<file path="src/rtl/uart_tx_serializer.sv">
// Byte-to-serial UART transmitter: valid/ready byte in, 8N1 frame out on tx.
// Define UART_TX_PARITY_EN to insert an even-parity bit between data and stop.
module uart_tx_serializer #(
    parameter int BAUD_DIV = 104,
    parameter int bits     = 8
) (
    input  logic            clk,
    input  logic            rst,
    input  logic [bits-1:0] DATA_in,
    input  logic            valid,
    output logic            ready,
    output logic            tx,
    output logic            done
);

    localparam int CW = (BAUD_DIV > 1) ? $clog2(BAUD_DIV) : 1;
    localparam int BW = $clog2(bits + 1);
    localparam logic [CW-1:0] BAUD_LAST = CW'(BAUD_DIV - 1);
    localparam logic [BW-1:0] BIT_LAST  = BW'(bits - 1);

`ifdef UART_TX_PARITY_EN
    typedef enum logic [2:0] {
        S_IDLE   = 3'd0,
        S_START  = 3'd1,
        S_DATA   = 3'd2,
        S_PARITY = 3'd3,
        S_STOP   = 3'd4
    } state_t;
`else
    typedef enum logic [2:0] {
        S_IDLE  = 3'd0,
        S_START = 3'd1,
        S_DATA  = 3'd2,
        S_STOP  = 3'd4
    } state_t;
`endif

    state_t          state_q;
    logic [CW-1:0]   baud_cnt_q;
    logic [BW-1:0]   bit_cnt_q;
    logic [bits-1:0] shreg_q;
    logic [bits-1:0] shreg_shr_d;
    logic            tx_q;
    logic            ready_q;
    logic            done_q;
    logic            bit_end_d;
`ifdef UART_TX_PARITY_EN
    logic            parity_q;
`endif

    assign bit_end_d   = (baud_cnt_q == BAUD_LAST);
    assign shreg_shr_d = shreg_q >> 1;

    always_ff @(posedge clk) begin
        if (rst) begin
            state_q    <= S_IDLE;
            baud_cnt_q <= '0;
            bit_cnt_q  <= '0;
            shreg_q    <= '0;
            tx_q       <= 1'b1;
            ready_q    <= 1'b1;
            done_q     <= 1'b0;
`ifdef UART_TX_PARITY_EN
            parity_q   <= 1'b0;
`endif
        end else begin
            done_q <= 1'b0;
            if (state_q != S_IDLE) begin
                baud_cnt_q <= bit_end_d ? '0 : baud_cnt_q + 1'b1;
            end
            case (state_q)
                S_IDLE: begin
                    if (valid) begin
                        shreg_q    <= DATA_in;
`ifdef UART_TX_PARITY_EN
                        parity_q   <= ^DATA_in;
`endif
                        state_q    <= S_START;
                        baud_cnt_q <= '0;
                        bit_cnt_q  <= '0;
                        tx_q       <= 1'b0;
                        ready_q    <= 1'b0;
                    end
                end
                S_START: begin
                    if (bit_end_d) begin
                        state_q <= S_DATA;
                        tx_q    <= shreg_q[0];
                    end
                end
                S_DATA: begin
                    if (bit_end_d) begin
                        shreg_q <= shreg_shr_d;
                        if (bit_cnt_q == BIT_LAST) begin
                            bit_cnt_q <= '0;
`ifdef UART_TX_PARITY_EN
                            state_q   <= S_PARITY;
                            tx_q      <= parity_q;
`else
                            state_q   <= S_STOP;
                            tx_q      <= 1'b1;
`endif
                        end else begin
                            bit_cnt_q <= bit_cnt_q + 1'b1;
                            tx_q      <= shreg_shr_d[0];
                        end
                    end
                end
`ifdef UART_TX_PARITY_EN
                S_PARITY: begin
                    if (bit_end_d) begin
                        state_q <= S_STOP;
                        tx_q    <= 1'b1;
                    end
                end
`endif
                S_STOP: begin
                    // done and ready rise together so a held valid is taken on the very next edge
                    if (bit_end_d) begin
                        state_q <= S_IDLE;
                        tx_q    <= 1'b1;
                        ready_q <= 1'b1;
                        done_q  <= 1'b1;
                    end
                end
                default: begin
                    state_q    <= S_IDLE;
                    baud_cnt_q <= '0;
                    tx_q       <= 1'b1;
                    ready_q    <= 1'b1;
                end
            endcase
        end
    end

    assign tx    = tx_q;
    assign ready = ready_q;
    assign done  = done_q;

endmodule

</file>
<file path="config.mk">
export PLATFORM = sky130hd
export DESIGN_NAME = uart_tx_serializer
export DESIGN_NICKNAME = d
export VERILOG_FILES = /design/src/rtl/uart_tx_serializer.sv
export SDC_FILE = /design/constraint.sdc
export NUM_CORES = 1
export LEC_CHECK = 0
export ABC_AREA = 1
export CORE_MARGIN = 2
export CORE_UTILIZATION = 34
export CTS_BUF_LIST = sky130_fd_sc_hd__clkbuf_2
export CTS_CLUSTER_DIAMETER = 200
export CTS_CLUSTER_SIZE = 16
export DETAILED_ROUTE_END_ITERATION = 12
export PLACE_DENSITY = 0.51
export SYNTH_ARGS = -nofsm -noshare
export SYNTH_HDL_FRONTEND = slang
export SYNTH_SLANG_ARGS = --single-unit
</file>
<file path="constraint.sdc">
create_clock -name clk -period 1.88 [get_ports clk]
set_input_delay 0.376 -clock clk [delete_from_list [all_inputs] [get_ports clk]]
set_output_delay 0.376 -clock clk [all_outputs]
set_load 0.02 [all_outputs]
</file>
==> results.json <==
{
  "status": "completed",
  "worst_path_max_delay_cell": "clkdlybuf4s50_1",
  "avgRoutedWirePerCell_um": 11.1,
  "die_h_um": 66.1,
  "drv_cap": 0,
  "cp_num_buf_inv": 1,
  "core_um2": 3690,
  "drive_gt1_share_pct": 10.1,
  "p_leak_nw": 0.656,
  "max_slew_margin_pct": 79.3,
  "grt_use_total_pct": 14.5,
  "initial_core_util_pct": 35.6,
  "min_period_ps": 1730,
  "vias": 1230,
  "synth_area_leader_cell": "dfxtp_1",
  "p_total_w": 0.00230,
  "irDropWorstVdd_mv": 0.640,
  "firstDrtPassIters": 4,
  "drc": 0,
  "diodes": 0,
  "synth_cell_types": 25,
  "rsz0062_at_grt": "no",
  "syn_area_um2": 1310,
  "critPathMaxStageDelay_ps": 600,
  "finalClockSkew_ps": 19.1,
  "grt_max_degree": 17,
  "synth.top_cells.by_count": "nand2_1, dfxtp_1, nand3_1, nor2_1, a21oi_1",
  "area_delta_synth_final_pct": 15.9,
  "finalHoldViolCount": 0,
  "cts_root_buffer": "clkbuf_2",
  "io_buffers": 13,
  "cts_resized": 0,
  "cp.required_ps": 1500,
  "final_util_pct": 41.2,
  "synth_top_cell_area_share_pct": 38.1,
  "worst_slew_pin_slew_ps": 308,
  "min_path_type": "reg -> reg",
  "rows": 22,
  "drt_iter0_drc": 86,
  "dp_hpwl_mm": 2.11,
  "antenna_left": 0,
  "crit_chain": "clkdlybuf4s50_1",
  "dieArea_um2": 4370,
  "cp-end-kind": "output port",
  "clock_latency_ps": 370,
  "start_kind": "register",
  "overflow": 0,
  "synth_most_common_cell": "nand2_1",
  "fp.dieW_um": 66.1,
  "crit_family": "buffers and inverters",
  "cts_tree": "done",
  "cts_hold_repair.buffers": 0,
  "syn_area_per_cell_um2": 6.80,
  "ys_dominant_reg_cell": "dfxtp_1",
  "synth_area_leaders": "dfxtp_1, nand2_1, nand3_1",
  "clockBufferDepth": 2,
  "cp_max_fo": 2,
  "synth-edff-count": 0,
  "async_flop_share_pct": 0,
  "viasPerCell": 4.80,
  "ys_seq_area_share_pct": 38.1,
  "syn_nets": 206,
  "grt_pass1_wl_mm": 4.87,
  "wl_mm": 2.85,
  "h-tree-depth": 1,
  "rrSetupSlack_ps": 180,
  "p_per_area_nw_per_um2": 1510,
  "grt_pass1_vias": 1075,
  "period_share_pct": 92.1,
  "nets": 222,
  "setup_viol": 0,
  "post_cts_buffers": 0,
  "clock-sinks": 25,
  "synth-seq-cells": 25,
  "gp_congestion": 0.804,
  "drv_slew": 0,
  "cts_made_buffers": 3,
  "syn_inst": 193,
  "tns_ps": 0,
  "arrival_ps": 1360,
  "clk_pin_slew_ps": 270,
  "worstSetupPathType": "reg -> out",
  "antenna_found_initial": 0,
  "ys_warn_count": 0,
  "fmax_ghz": 0.578,
  "io_pins": 14
}
layout by cell type, fill, tap and decap left out, types with 3 or more instances in the layout:
master	synthesis	routed
nand3_1	24	24
nand2_1	58	58
inv_1	13	13
clkdlybuf4s50_1	0	13
inv_2	3	3
clkbuf_2	0	3
nand2_2	5	5
o21ai_0	4	4
nand4_1	5	5
buf_4	0	3
dfxtp_1	25	25
a21oi_1	15	15
nor2_1	20	20
area by class of cell:
type | instances | area (µm²)
clock buffer | 3 | 15.0
clock inverter | 1 | 8.76
fill | 405 | 2170
inverter | 16 | 60.1
multi-input combinational | 146 | 704
sequential | 25 | 500
tap | 48 | 60.1
timing repair buffer | 17 | 173
per-layer routing:
layer | routed length (µm) | track usage [%] | vias up | share of wire (%)
li1 | - | - | 659 | -
met1 | 1400 | 19.1 | 539 | 49
met2 | 1270 | 23.5 | 30 | 45
met3 | 165 | 4.26 | 2 | 5.8
met4 | 22 | 3.06 | 0 | 0.77
met5 | 0 | 0 | - | 0
stage by stage:
stage               instance area (µm²)  std cells  hold slack (ps)  worst slack (ps)
floorplan                          1310        193              437               567
global placement                   1500        252              451               239
detailed placement                 1500        252              450               199
CTS                                1520        256              481               118
global route                       1520        256              503              15.6
finish                             1520        256              482               149
flip-flops by register name (all words and copies together) (netlist names):
register,flops
baud_cnt_q,7
bit_cnt_q,4
done,1
ready,1
shreg_q,8
state_q,3
tx,1
report_power, final:
group	internal (W)	switching, W
registers	0.000686	0.000119
logic	0.000451	0.000808
clock network	0.0000557	0.000180
logic make-up (layout without fill, tap and decap cells):
kind of cell / Yosys count / count (layout) / share of synthesized area [%]
xor gates and xnor gates: 3 / 3 / 2.00
buffers and inverters: 22 / 37 / 8.20
adders and majority gates: 2 / 2 / 1.91
AOI/OAI and AO/OA: 22 / 22 / 8.87
and+or+nand+nor: 119 / 119 / 40.9
DFF: 25 / 25 / 38.1
worst paths after layout:
path / end / cells past startpoint / startpoint
worst min-delay path: shreg_q[1] / 2 / shreg_q[1]
worst max-delay path: ready / 1 / ready
worst max register to register: shreg_q[7] / 9 / baud_cnt_q[0]
worst min register to register: shreg_q[1] / 2 / shreg_q[1]
No activity file was read; power rests on OpenSTA's default activity.
